**src/rtl/bit_phase_sequencer.sv**
```systemverilog
// Bit-serial sequencer: walks a bit index across WIDTH bits for each enabled phase of a word.
// Latency: first bit_valid the cycle after accept; phase_done/word_done are registered 1-cycle pulses.
// Backpressure: stall_i freezes cnt/phase in RUN; start_i is only taken when ready_o is high.
module bit_phase_sequencer #(
  parameter int WIDTH  = 8,
  parameter int PHASES = 4,
  localparam int CW    = $clog2(WIDTH),
  localparam int PW    = (PHASES > 1) ? $clog2(PHASES) : 1
) (
  input  logic              clk_i,
  input  logic              rstn_i,
  input  logic              start_i,
  input  logic              stall_i,
  input  logic              abort_i,
  input  logic              msb_first_i,
  input  logic [PHASES-1:0] phase_mask_i,
  output logic              ready_o,
  output logic              busy_o,
  output logic [CW-1:0]     bit_idx_o,
  output logic [PW-1:0]     phase_o,
  output logic              bit_valid_o,
  output logic              first_bit_o,
  output logic              last_bit_o,
  output logic              phase_done_o,
  output logic              word_done_o
);

  typedef enum logic {S_IDLE, S_RUN} state_e;

  // Explicit wrap point so non-power-of-2 widths never run past WIDTH-1.
  localparam logic [CW-1:0] CNT_MAX = CW'(WIDTH - 1);

  state_e            state_q;
  logic [CW-1:0]     cnt_q;
  logic [PW-1:0]     phase_q;
  logic              msb_first_q;
  logic [PHASES-1:0] mask_q;
  logic              phase_done_q;
  logic              word_done_q;

  logic [PW-1:0]     first_phase_d;
  logic              first_found;
  logic [PW-1:0]     next_phase_d;
  logic              next_found;

  // Lowest enabled phase of the incoming mask; no match means an empty word.
  always_comb begin
    first_phase_d = '0;
    first_found   = 1'b0;
    for (int p = 0; p < PHASES; p++) begin
      if (!first_found && phase_mask_i[p]) begin
        first_phase_d = PW'(p);
        first_found   = 1'b1;
      end
    end
  end

  // Next enabled phase above the current one; no match means this is the last phase.
  always_comb begin
    next_phase_d = '0;
    next_found   = 1'b0;
    for (int p = 0; p < PHASES; p++) begin
      if (!next_found && mask_q[p] && (p > int'(phase_q))) begin
        next_phase_d = PW'(p);
        next_found   = 1'b1;
      end
    end
  end

  // Control FSM: accept, bit stepping, phase advance, abort; pulses default low each cycle.
  always_ff @(posedge clk_i or negedge rstn_i) begin
    if (!rstn_i) begin
      state_q      <= S_IDLE;
      cnt_q        <= '0;
      phase_q      <= '0;
      msb_first_q  <= 1'b0;
      mask_q       <= '0;
      phase_done_q <= 1'b0;
      word_done_q  <= 1'b0;
    end else begin
      phase_done_q <= 1'b0;
      word_done_q  <= 1'b0;
      if (abort_i) begin
        state_q <= S_IDLE;
        cnt_q   <= '0;
        phase_q <= '0;
      end else begin
        case (state_q)
          S_IDLE: begin
            if (start_i) begin
              msb_first_q <= msb_first_i;
              mask_q      <= phase_mask_i;
              cnt_q       <= '0;
              if (first_found) begin
                phase_q <= first_phase_d;
                state_q <= S_RUN;
              end else begin
                // Empty word: complete immediately without ever going busy.
                phase_q     <= '0;
                word_done_q <= 1'b1;
              end
            end
          end
          S_RUN: begin
            if (!stall_i) begin
              if (cnt_q == CNT_MAX) begin
                cnt_q        <= '0;
                phase_done_q <= 1'b1;
                if (next_found) begin
                  phase_q <= next_phase_d;
                end else begin
                  phase_q     <= '0;
                  state_q     <= S_IDLE;
                  word_done_q <= 1'b1;
                end
              end else begin
                cnt_q <= cnt_q + CW'(1);
              end
            end
          end
          default: state_q <= S_IDLE;
        endcase
      end
    end
  end

  // Output decode: status from state, bit strobes follow stall combinationally.
  always_comb begin
    ready_o      = (state_q == S_IDLE);
    busy_o       = (state_q == S_RUN);
    bit_valid_o  = busy_o && !stall_i;
    bit_idx_o    = '0;
    if (busy_o) begin
      bit_idx_o = msb_first_q ? (CNT_MAX - cnt_q) : cnt_q;
    end
    phase_o      = phase_q;
    first_bit_o  = bit_valid_o && (cnt_q == '0);
    last_bit_o   = bit_valid_o && (cnt_q == CNT_MAX);
    phase_done_o = phase_done_q;
    word_done_o  = word_done_q;
  end

endmodule

```
**config.mk**
```make
export PLATFORM = sky130hd
export DESIGN_NAME = bit_phase_sequencer
export DESIGN_NICKNAME = d
export VERILOG_FILES = /design/src/rtl/bit_phase_sequencer.sv
export SDC_FILE = /design/constraint.sdc
export NUM_CORES = 1
export LEC_CHECK = 0
export CORE_MARGIN = 2
export CORE_UTILIZATION = 48
export CTS_CLUSTER_SIZE = 30
export DETAILED_ROUTE_END_ITERATION = 8
export MAX_ROUTING_LAYER = met4
export PLACE_DENSITY = 0.84
export SYNTH_ARGS = -nofsm -noshare
export SYNTH_HDL_FRONTEND = slang
export SYNTH_SLANG_ARGS = --single-unit
```
**constraint.sdc**
```tcl
create_clock -name clk_i -period 2.55 [get_ports clk_i]
set_input_delay 0.6375 -clock clk_i [delete_from_list [all_inputs] [get_ports clk_i]]
set_output_delay 0.6375 -clock clk_i [all_outputs]
set_load 0.02 [all_outputs]
```
* Word-level counts from Yosys, hierarchy flattened
Cells that the tools add are included.
** Storage, ports and cells
- Register bits after elaboration :: 13
- Logic and storage cells :: 84
- Output and inout port bits :: 12
- Input bits :: 10
** Cells by class
- Bitwise operators :: 2
- Equal/unequal tests :: 4
- Magnitude comparators :: 3
- Reductions and logical operators :: 21
- Mux-type cells :: 45
- $add $sub $neg :: 2
** Operator list (number)
- two-way mux 1 bit :: 25
- two-way mux 2 bit :: 10
- two-way mux 3 bit :: 6
- logical AND 1 bit :: 11
- zero test 1 bit :: 6
- != test 3 bit (second input constant) :: 2
- case mux 3 bit (2 select lines) :: 1
- AND reduction 3 bit :: 2
- greater-than comparator 2 bit (first input constant) :: 2
- case mux 1 bit (2 select lines) :: 2
- case mux 2 bit (2 select lines) :: 1
- adder 3 x 1 -> 3 bit (second input constant) :: 1
- == test 3 bit (second input constant) :: 1
- zero test 3 bit :: 1
- != test 3 x 2 -> 1 bit (second input constant) :: 1
- subtractor 3 bit (first input constant) :: 1
- greater-than comparator 1 x 2 -> 1 bit (first input constant) :: 1
- inverter 1 bit :: 2
- AND reduction 2 bit :: 1

* Depth between registers and ports, before layout
Gate-level depths: netlist of the first run.
- Word-level depth :: 16
- Mapped depth :: 6
- Depth with buffers taken out :: 6

* Worst setup path before layout of the first run
No wires, ideal clock.
- Path kind :: reg2out
- Start :: register state_q (netlist: busy_o)
- End :: output port first_bit_o
- Path buffers :: 1
- Cell stages (with the launch flop) :: 4
- Required time :: 1.913 ns
- Setup slack :: 0.418 ns
- Data arrival time :: 1.495 ns
- Cells stage by stage :: dfrtp_1 buf_6 inv_4 nor4b_1
** On the way
- Word-level cells in the longest chain between the ends :: 2
** Ends and longest elaborated chain
- start, declared :: line 33 : state_e state_q;
- start signal, assigned :: line 73 : state_q <= S_IDLE;
- start signal, assigned :: line 84 : state_q <= S_IDLE;
- start signal, assigned :: line 96 : state_q <= S_RUN;
- logical AND 1 bit :: line 131 : bit_valid_o = busy_o && !stall_i;
- logical AND 1 bit :: line 137 : first_bit_o = bit_valid_o && (cnt_q == '0);
- end, declared :: line 22 : output logic first_bit_o,
Every way passes these cells.

* Worst setup path in the final report of the first run
- Start :: input port stall_i
- End :: output port first_bit_o
** On the way
- Word-level cells in the longest chain between the ends :: 3
** Ends and longest elaborated chain
- start, declared :: line 13 : input logic stall_i,
- zero test 1 bit :: line 131
- logical AND 1 bit :: line 131
- logical AND 1 bit :: line 137
Every way passes these cells.

==> results_dict.tcl, run 1 <==
set metrics [dict create \
    deepest_clock_path_buffer_count 2 \
    syn-mean-instance-area_um2 9.68 \
    cp_data_required_time_ns 1.91 \
    synth_commonest_cells "nor2_1 (13), dfrtp_1 (12), a21oi_1 (5), mux2_2 (5)" \
    via_count 642 \
    floorplan.die_area_mm2 0.00186 \
    holdBufCountCts 0 \
    ctsRootBufferMaster "clkbuf_4" \
    f_max_mhz 413 \
    detailed_place.area_um2 980 \
    routedWlPerCell_um 12.6 \
    finalClockSkew_ns 0.00707 \
    status "finished clean" \
    timing.critical_path.to_type "primary output" \
    synth_area_um2 736 \
    worst_ir_drop_vdd_v 0.000393 \
    flow.area_growth_from_synthesis_pct 37.6 \
    post_cts.repair.setup_buffers 0 \
    drive_above_1_share_pct 18.4 \
    grt-ovfl-total 0 \
    synth.distinct_cells 30 \
    count_of_nets_after_finishing 117 \
    wl_um 1500 \
    p_leak_nw 0.466 \
    finalCritPeriodShare_pct 94.9 \
    route.antenna.remaining_nets 0 \
    timing.final.crit_period_ns 2.42 \
    synth_top_cell_area_share_pct 40.8 \
    timing.critical_path.slowest_cell_delay_ns 0.45 \
    grt_start_max_net_pins 13 \
    grt_first_pass_wirelength_um 2490 \
    relSlewSlack_pct 64.6 \
    max-cap-violations 0 \
    met1_length_um 605 \
    cell_count_after_synthesis 76 \
    hpwlAfterDp_um 1190 \
    num_rows 14 \
    report.final.hold_viol_count 0 \
    power_per_cell_area_mw_per_mm2 512 \
    yosysMostFrequentCell "nor2_1" \
    gp_congestion 0.895 \
    drt_iter0_markers 10 \
    ys_top_cells_by_area "dfrtp_1 (41%), mux2_2 (7.7%), nor2_1 (6.6%)" \
    io_buffers 21 \
    cts_tree "built" \
    timing.critical_path.slowest_stage_cell "clkdlybuf4s50_1" \
    die-height_um 43.2 \
    clk_transition_reported_paths_ns 0.07 \
    timing_worst_slew_pin_value_ns 0.529 \
    highest_layer "met4" \
    ios 22 \
    ys_dominant_reg_cell "dfrtp_1" \
    postLayoutCellArea_mm2 0.00101 \
    met2_wirelength_um 780 \
    antenna_cells 0 \
    dpl.cell_count 115 \
    antenna_violations_before_repair 0 \
    rsz0062_at_grt "false" \
    worstSkewPairLatency_ns 0.28 \
    synth.yosys.seq_area_share_pct 40.8 \
    die_w_um 43.2 \
    cp-start-kind "input port" \
    synthArstFlopShare_pct 100 \
    timing_worst_setup_path_type "input port to primary output" \
    report.final.slew_viol_count 0 \
    detailroute.wirelength.met3_um 68 \
    numCtsBuffers 3 \
    globalRouteTotalUtil_pct 18.9 \
    synth_enable_flop_cells 0 \
    synth_area_leader_cell "dfrtp_1" \
    final_setup_violation_count 0 \
    yosys_warnings 0 \
    detail_routed_via_count_per_cell 5.39 \
    timing.critical_path.cells "clkdlybuf4s50_1 -> nor4b_1 -> dlygate4sd2_1" \
    design.core.area_mm2 0.00147 \
    holdCritPathClass "flip-flop to flip-flop" \
    drt_pre_antenna_iters 4 \
    remaining_drc_errors 0 \
    layout.cells.non_filler 119 \
    cts_htree_levels 1 \
    initial_utilization_pct 50.0 \
    crit_fanout 3 \
    postSynthNetCount 89 \
    first_global_vias 592 \
    critPathArrivalTime_ns 1.78 \
    postSynthRegisterBits 12 \
    clock_sinks 12 \
]
==> timing repair <==
action	in CTS	in global routing
resized for setup	3	0
endpoints found under the hold margin	0	0
endpoints found under the setup margin	3	0
==> report_power, final <==
group          switching, W  internal, W
clock network     0.0000660    0.0000871
logic             0.0000683    0.0000735
registers         0.0000161     0.000207
==> metal layers <==
metal | global-route usage, % | up-vias
met5 | - | -
met4 | 10.9 | 0
met3 | 2.55 | 7
met2 | 32.5 | 21
met1 | 20.4 | 298
li1 | - | 316
==> worst paths after layout <==
kind                                        from                      end  slack, ns  depth (start not counted)
max in group asynchronous                 rstn_i     cnt_q[1]$_DFFE_PN0P_       1.50                          1
hold reg to reg            mask_q[3]$_DFFE_PN0P_    mask_q[3]$_DFFE_PN0P_       0.51                          1
setup / recovery                         stall_i              first_bit_o       0.13                          3
hold / removal             mask_q[3]$_DFFE_PN0P_    mask_q[3]$_DFFE_PN0P_       0.51                          1
setup reg to reg                busy_o$_DFF_PN0_  msb_first_q$_DFFE_PN0P_       1.01                          4
min in group asynchronous                 rstn_i    word_done_o$_DFF_PN0_       0.69                          1
==> cells in the final DEF (no fill, tap or decap), drive strengths merged <==
cell           Yosys  routed
dfrtp             12      12
a311oi             1       1
o211ai             1       1
mux2               5       5
dlygate4sd2        0       3
nand3              1       1
inv                5       5
nand3b             2       2
ha                 3       3
nor3               4       4
o32a               1       1
clkbuf             0       4
nor4b              1       1
a211oi             1       1
xnor2              3       3
nor2              14      14
nand2              4       4
o22ai              1       1
nor2b              2       2
buf                2       4
clkdlybuf4s50      0      18
o31a               1       1
o21ai              2       2
a21boi             1       1
a21oi              5       5
nor3b              1       1
nand2b             3       3
==> final cells by class <==
| type | count | area [um2] |
|---|---|---|
| Fill cell | 116 | 459 |
| Multi-Input combinational cell | 57 | 398 |
| Sequential cell | 12 | 300 |
| Timing Repair Buffer | 25 | 236 |
| Clock buffer | 4 | 36.3 |
| Inverter | 5 | 21.3 |
| Tap cell | 16 | 20.0 |
==> per-stage QoR <==
step,power [W],worst slack [ns],hold WS [ns],utilization [%],setup TNS (ns)
detailed placement,0.000370,-0.169,0.501,66.6,-0.243
global route,0.000544,0.0343,0.525,68.8,0
finish,0.000518,0.131,0.514,68.8,0
floorplan,0.000313,0.418,0.342,-,0
global placement,0.000367,-0.0881,0.495,66.6,-0.138
CTS,0.000521,0.133,0.517,68.8,0
==> flip-flops by register name, indices dropped and copies added, names as in the netlist <==
signal / cells
busy_o: 1
cnt_q: 3
mask_q: 3
msb_first_q: 1
phase_done_o: 1
phase_o: 2
word_done_o: 1
==> cell families (layout without fill, tap and decap cells) <==
logic type               Yosys count  count (layout)  synth area share [%]
AND/OR/NAND/NOR                   32              32                  24.5
AO/OA/AOI/OAI                     14              14                  13.3
adder cells (fa/ha/maj)            3               3                  5.10
XOR/XNOR                           3               3                  3.57
buffers and inverters              7              34                  5.10
flip-flops                        12              12                  40.8
multiplexers                       5               5                  7.65
==> worst max-delay path, delay by kind of cell <==
kind	cells	cell delay (ns)
buf+inv	2	0.82
simple gates	1	0.32
(Power assumes the default switching activity.)
==> run 2: changes to the inputs <==
- REMOVE_ABC_BUFFERS: not set -> 1
==> run 2 against run 1 <==
  * Combinational power about the same
  * Sequential share of layout area increased by 0.30 points
  * Register-to-register slack worse by 0.02 ns
  * Design area fell by 0.99%
  * Fmax increased by 0.59%
  * Critical path depth stayed put
  * Critical endpoint unchanged
  * Highest routed layer unchanged
==> results_dict.tcl, run 2 (same netlist as run 1, synthesis figures left out) <==
set metrics [dict create \
    status "finished clean" \
    holdCritPathClass "flip-flop to flip-flop" \
    num_rows 14 \
    report.final.slew_viol_count 0 \
    initial_utilization_pct 50.0 \
    drive_above_1_share_pct 17.6 \
    final_cell_mix "clkdlybuf4s50_1 (18), nor2_1 (13), dfrtp_1 (12), a21oi_1 (5), mux2_2 (5)" \
    timing.critical_path.slowest_cell_delay_ns 0.45 \
    ctsRootBufferMaster "clkbuf_4" \
    worstSkewPairLatency_ns 0.28 \
    final_setup_violation_count 0 \
    holdBufCountCts 0 \
    timing_worst_slew_pin_value_ns 0.516 \
    final_common_cell "clkdlybuf4s50_1" \
    whs_endpoint "mask_q[3]$_DFFE_PN0P_" \
    detail_routed_via_count_per_cell 5.35 \
    timing.critical_path.cells "clkdlybuf4s50_1 -> nor4b_1 -> dlygate4sd2_1" \
    relSlewSlack_pct 65.5 \
    power_per_cell_area_mw_per_mm2 480 \
    count_of_nets_after_finishing 117 \
    design.core.area_mm2 0.00147 \
    postLayoutSetupSlackWorst_ns 0.145 \
    report.final.hold_viol_count 0 \
    io_buffers 21 \
    route.antenna.remaining_nets 0 \
    cts_htree_levels 1 \
    cp_data_required_time_ns 1.91 \
    placement_setup_slack_ns -0.182 \
    finalHoldWorstSlack_ns 0.512 \
    timing.final.crit_period_ns 2.40 \
    flow.area_growth_from_synthesis_pct 36.2 \
    wl_um 1530 \
    cts_tree "built" \
    met2_wirelength_um 749 \
    p_total_w 0.000481 \
    first_global_vias 616 \
    dpl.cell_count 115 \
    finalClockSkew_ns 0.00707 \
    reg2reg_slack_ns 0.99 \
    critPathArrivalTime_ns 1.77 \
    numCtsBuffers 3 \
    via_count 631 \
    reg2reg_from "busy_o$_DFF_PN0_" \
    remaining_drc_errors 0 \
    grt_start_max_net_pins 13 \
    floorplan.die_area_mm2 0.00186 \
    gp_congestion 0.902 \
    grt_first_pass_wirelength_um 2620 \
    globalRouteTotalUtil_pct 19.7 \
    r2r-end "mask_q[1]$_DFFE_PN0P_" \
    cp-start-kind "input port" \
    rsz0062_at_grt "false" \
    met1_length_um 678 \
    p_leak_nw 0.473 \
    timing.critical_path.slowest_stage_cell "clkdlybuf4s50_1" \
    max-cap-violations 0 \
    worst_ir_drop_vdd_v 0.000306 \
    timing.setup.tns_ns 0 \
    timing.critical_path.to_type "primary output" \
    antenna_cells 0 \
    drt_pre_antenna_iters 4 \
    finalCritPeriodShare_pct 94.3 \
    clk_transition_reported_paths_ns 0.06 \
    hpwlAfterDp_um 1210 \
    clock_sinks 12 \
    die_w_um 43.2 \
    detailroute.wirelength.met3_um 68 \
    drt_iter0_markers 11 \
    f_max_mhz 416 \
    deepest_clock_path_buffer_count 2 \
    timing_worst_setup_path_type "input port to primary output" \
    antenna_violations_before_repair 0 \
    post_cts.repair.setup_buffers 0 \
    reg2reg_depth 4 \
    grt-ovfl-total 0 \
    min_delay_path_depth 1 \
    die-height_um 43.2 \
    ios 22 \
    routedWlPerCell_um 12.9 \
    layout.cells.non_filler 118 \
    highest_layer "met4" \
    holdCritStartpoint "mask_q[3]$_DFFE_PN0P_" \
    crit_fanout 3 \
]
run 2: stage by stage:
| stage | cell area (um2) | utilization [%] |
|---|---|---|
| after floorplan | 719 | - |
| after global placement | 980 | 66.6 |
| after detailed placement | 980 | 66.6 |
| after CTS | 1000 | 67.9 |
| after global routing | 1000 | 68.1 |
| final | 1000 | 68.1 |
run 2: critical path: cells and delay by family:
kind	cells	cell delay (ns)
buffers and inverters	2	0.82
AND/OR/NAND/NOR	1	0.31
run 2: timing repair:
action / 4_1_cts / 5_1_grt
hold endpoints to repair: 0 / 0
setup endpoints to repair: 2 / 1
gates resized for setup: 2 / 1
run 2: per-layer routing:
layer	vias up	GRT usage, %
met2	23	32.8
met1	289	23.6
met4	0	9.09
met3	2	2.55
li1	317	-
met5	-	-
run 2: cell type report:
cell class	instances	area, um2
inverters	5	21.3
repair buffers	25	240
clock buffers	3	22.5
flip-flops and latches	12	300
multi-input cells	57	398
well taps	16	20.0
fillers	136	469
run 2: power by group:
group          total [W]  switching [W]  internal (W)
Combinational   0.000143      0.0000695     0.0000736
Sequential      0.000223      0.0000161      0.000207
Clock           0.000115      0.0000598     0.0000548
Total           0.000481       0.000145      0.000335
run 2: worst max-delay path by stage:
stage                     startpoint           to  cells after the start
floorplan           busy_o$_DFF_PN0_  first_bit_o                      2
global placement             stall_i  first_bit_o                      3
detailed placement           stall_i  first_bit_o                      3
CTS                          stall_i   last_bit_o                      4
global route                 stall_i  first_bit_o                      3
finish                       stall_i  first_bit_o                      3
==> run 3: changes to the inputs <==
- MAX_ROUTING_LAYER: met4 -> not set
==> run 3 against run 2 <==
  * Combinational power about the same
  * Die area is the same
  * Setup slack did not move
  * Clock power about the same
  * Sequential share of layout area is the same
==> results_dict.tcl, run 3 (same netlist as run 1, synthesis figures left out) <==
set metrics [dict create \
    layout.cells.non_filler 118 \
    die_w_um 43.2 \
    die-height_um 43.2 \
    ctsRootBufferMaster "clkbuf_4" \
    drt_iter0_markers 11 \
    routedWlPerCell_um 12.9 \
    f_max_mhz 416 \
    crit_fanout 3 \
    rsz0062_at_grt "false" \
    initial_utilization_pct 50.0 \
    detail_routed_via_count_per_cell 5.35 \
    worstSkewPairLatency_ns 0.28 \
    holdCritPathClass "flip-flop to flip-flop" \
    critPathArrivalTime_ns 1.77 \
    power_per_cell_area_mw_per_mm2 480 \
    drive_above_1_share_pct 17.6 \
    num_rows 14 \
    finalClockSkew_ns 0.00706 \
    p_total_w 0.000481 \
    worst_ir_drop_vdd_v 0.000306 \
    gp_congestion 0.888 \
    numCtsBuffers 3 \
    dpl.cell_count 115 \
    timing.setup.tns_ns 0 \
    cts_tree "built" \
    relSlewSlack_pct 65.5 \
    final_common_cell "clkdlybuf4s50_1" \
    count_of_nets_after_finishing 117 \
    deepest_clock_path_buffer_count 2 \
    report.final.hold_viol_count 0 \
    grt_first_pass_wirelength_um 2610 \
    timing.critical_path.to_type "primary output" \
    hpwlAfterDp_um 1210 \
    antenna_violations_before_repair 0 \
    antenna_cells 0 \
    detailed_place.area_um2 980 \
    route.antenna.remaining_nets 0 \
    io_buffers 21 \
    status "finished clean" \
    grt-ovfl-total 0 \
    clock_sinks 12 \
    globalRouteTotalUtil_pct 19.2 \
    p_leak_nw 0.473 \
    max-cap-violations 0 \
    cts_htree_levels 1 \
    timing_worst_setup_path_type "input port to primary output" \
    timing_worst_slew_pin_value_ns 0.516 \
    flow.area_growth_from_synthesis_pct 36.2 \
    finalCritPeriodShare_pct 94.3 \
    via_count 631 \
    remaining_drc_errors 0 \
    first_global_vias 613 \
    report.final.slew_viol_count 0 \
    cp-start-kind "input port" \
    final_setup_violation_count 0 \
    cp_data_required_time_ns 1.91 \
    finalHoldWorstSlack_ns 0.512 \
    timing.final.crit_period_ns 2.40 \
    postLayoutCellArea_mm2 0.00100 \
    ios 22 \
    design.core.area_mm2 0.00147 \
    final_cell_mix "clkdlybuf4s50_1 (18), nor2_1 (13), dfrtp_1 (12), a21oi_1 (5), mux2_2 (5)" \
    wl_um 1530 \
    floorplan.die_area_mm2 0.00186 \
    drt_pre_antenna_iters 4 \
    clk_transition_reported_paths_ns 0.06 \
    grt_start_max_net_pins 13 \
]
run 3: cell counts in the layout (fill, tap and decap cells not counted):
No cell type changed its count.
run 3: layer usage:
layer	part of all wire, %	vias up	GRT usage, %
li1	-	317	-
met1	44	289	23.6
met2	49	23	32.5
met3	4.9	2	2.98
met4	2.0	0	9.09
met5	0	-	0
run 3: path summary, 6_finish.rpt:
| path | endpoint | from | slack, ns | cells after the start |
|---|---|---|---|---|
| hold / removal | mask_q[3]$_DFFE_PN0P_ | mask_q[3]$_DFFE_PN0P_ | 0.51 | 1 |
| hold reg to reg | mask_q[3]$_DFFE_PN0P_ | mask_q[3]$_DFFE_PN0P_ | 0.51 | 1 |
| min in group asynchronous | phase_o[1]$_DFFE_PN0P_ | rstn_i | 0.70 | 1 |
| setup reg to reg | mask_q[1]$_DFFE_PN0P_ | busy_o$_DFF_PN0_ | 0.99 | 4 |
| setup / recovery | first_bit_o | stall_i | 0.15 | 3 |
| max in group asynchronous | cnt_q[1]$_DFFE_PN0P_ | rstn_i | 1.50 | 1 |
run 3: cell type report:
class	instances	area (um2)
well taps	16	20.0
fillers	136	469
multi-input cells	57	398
repair buffers	25	240
flip-flops and latches	12	300
clock buffers	3	22.5
inverters	5	21.3
run 3: power by group:
part	internal (W)	leakage [nW]	switching, W
combinational	0.0000736	0.303	0.0000695
clock	0.0000548	0.0138	0.0000597
sequential	0.000207	0.156	0.0000161
run 3: critical path, cell delays in order:
cell	delay (ns)
clkdlybuf4s50_1	0.45
nor4b_1	0.31
dlygate4sd2_1	0.37
run 3: through the flow:
stage               setup WS [ns]  util, %
detailed placement         -0.182     66.6
finish                      0.145     68.1
CTS                        0.0102     67.9
global route               0.0990     68.1
global placement          -0.0878     66.6
floorplan                   0.312        -
run 3: repair_timing:
item,4_1_cts,5_1_grt
setup buffers,0,0
setup endpoints to repair,2,1
hold buffers,0,0
resized for setup,2,1
pin swaps,0,0
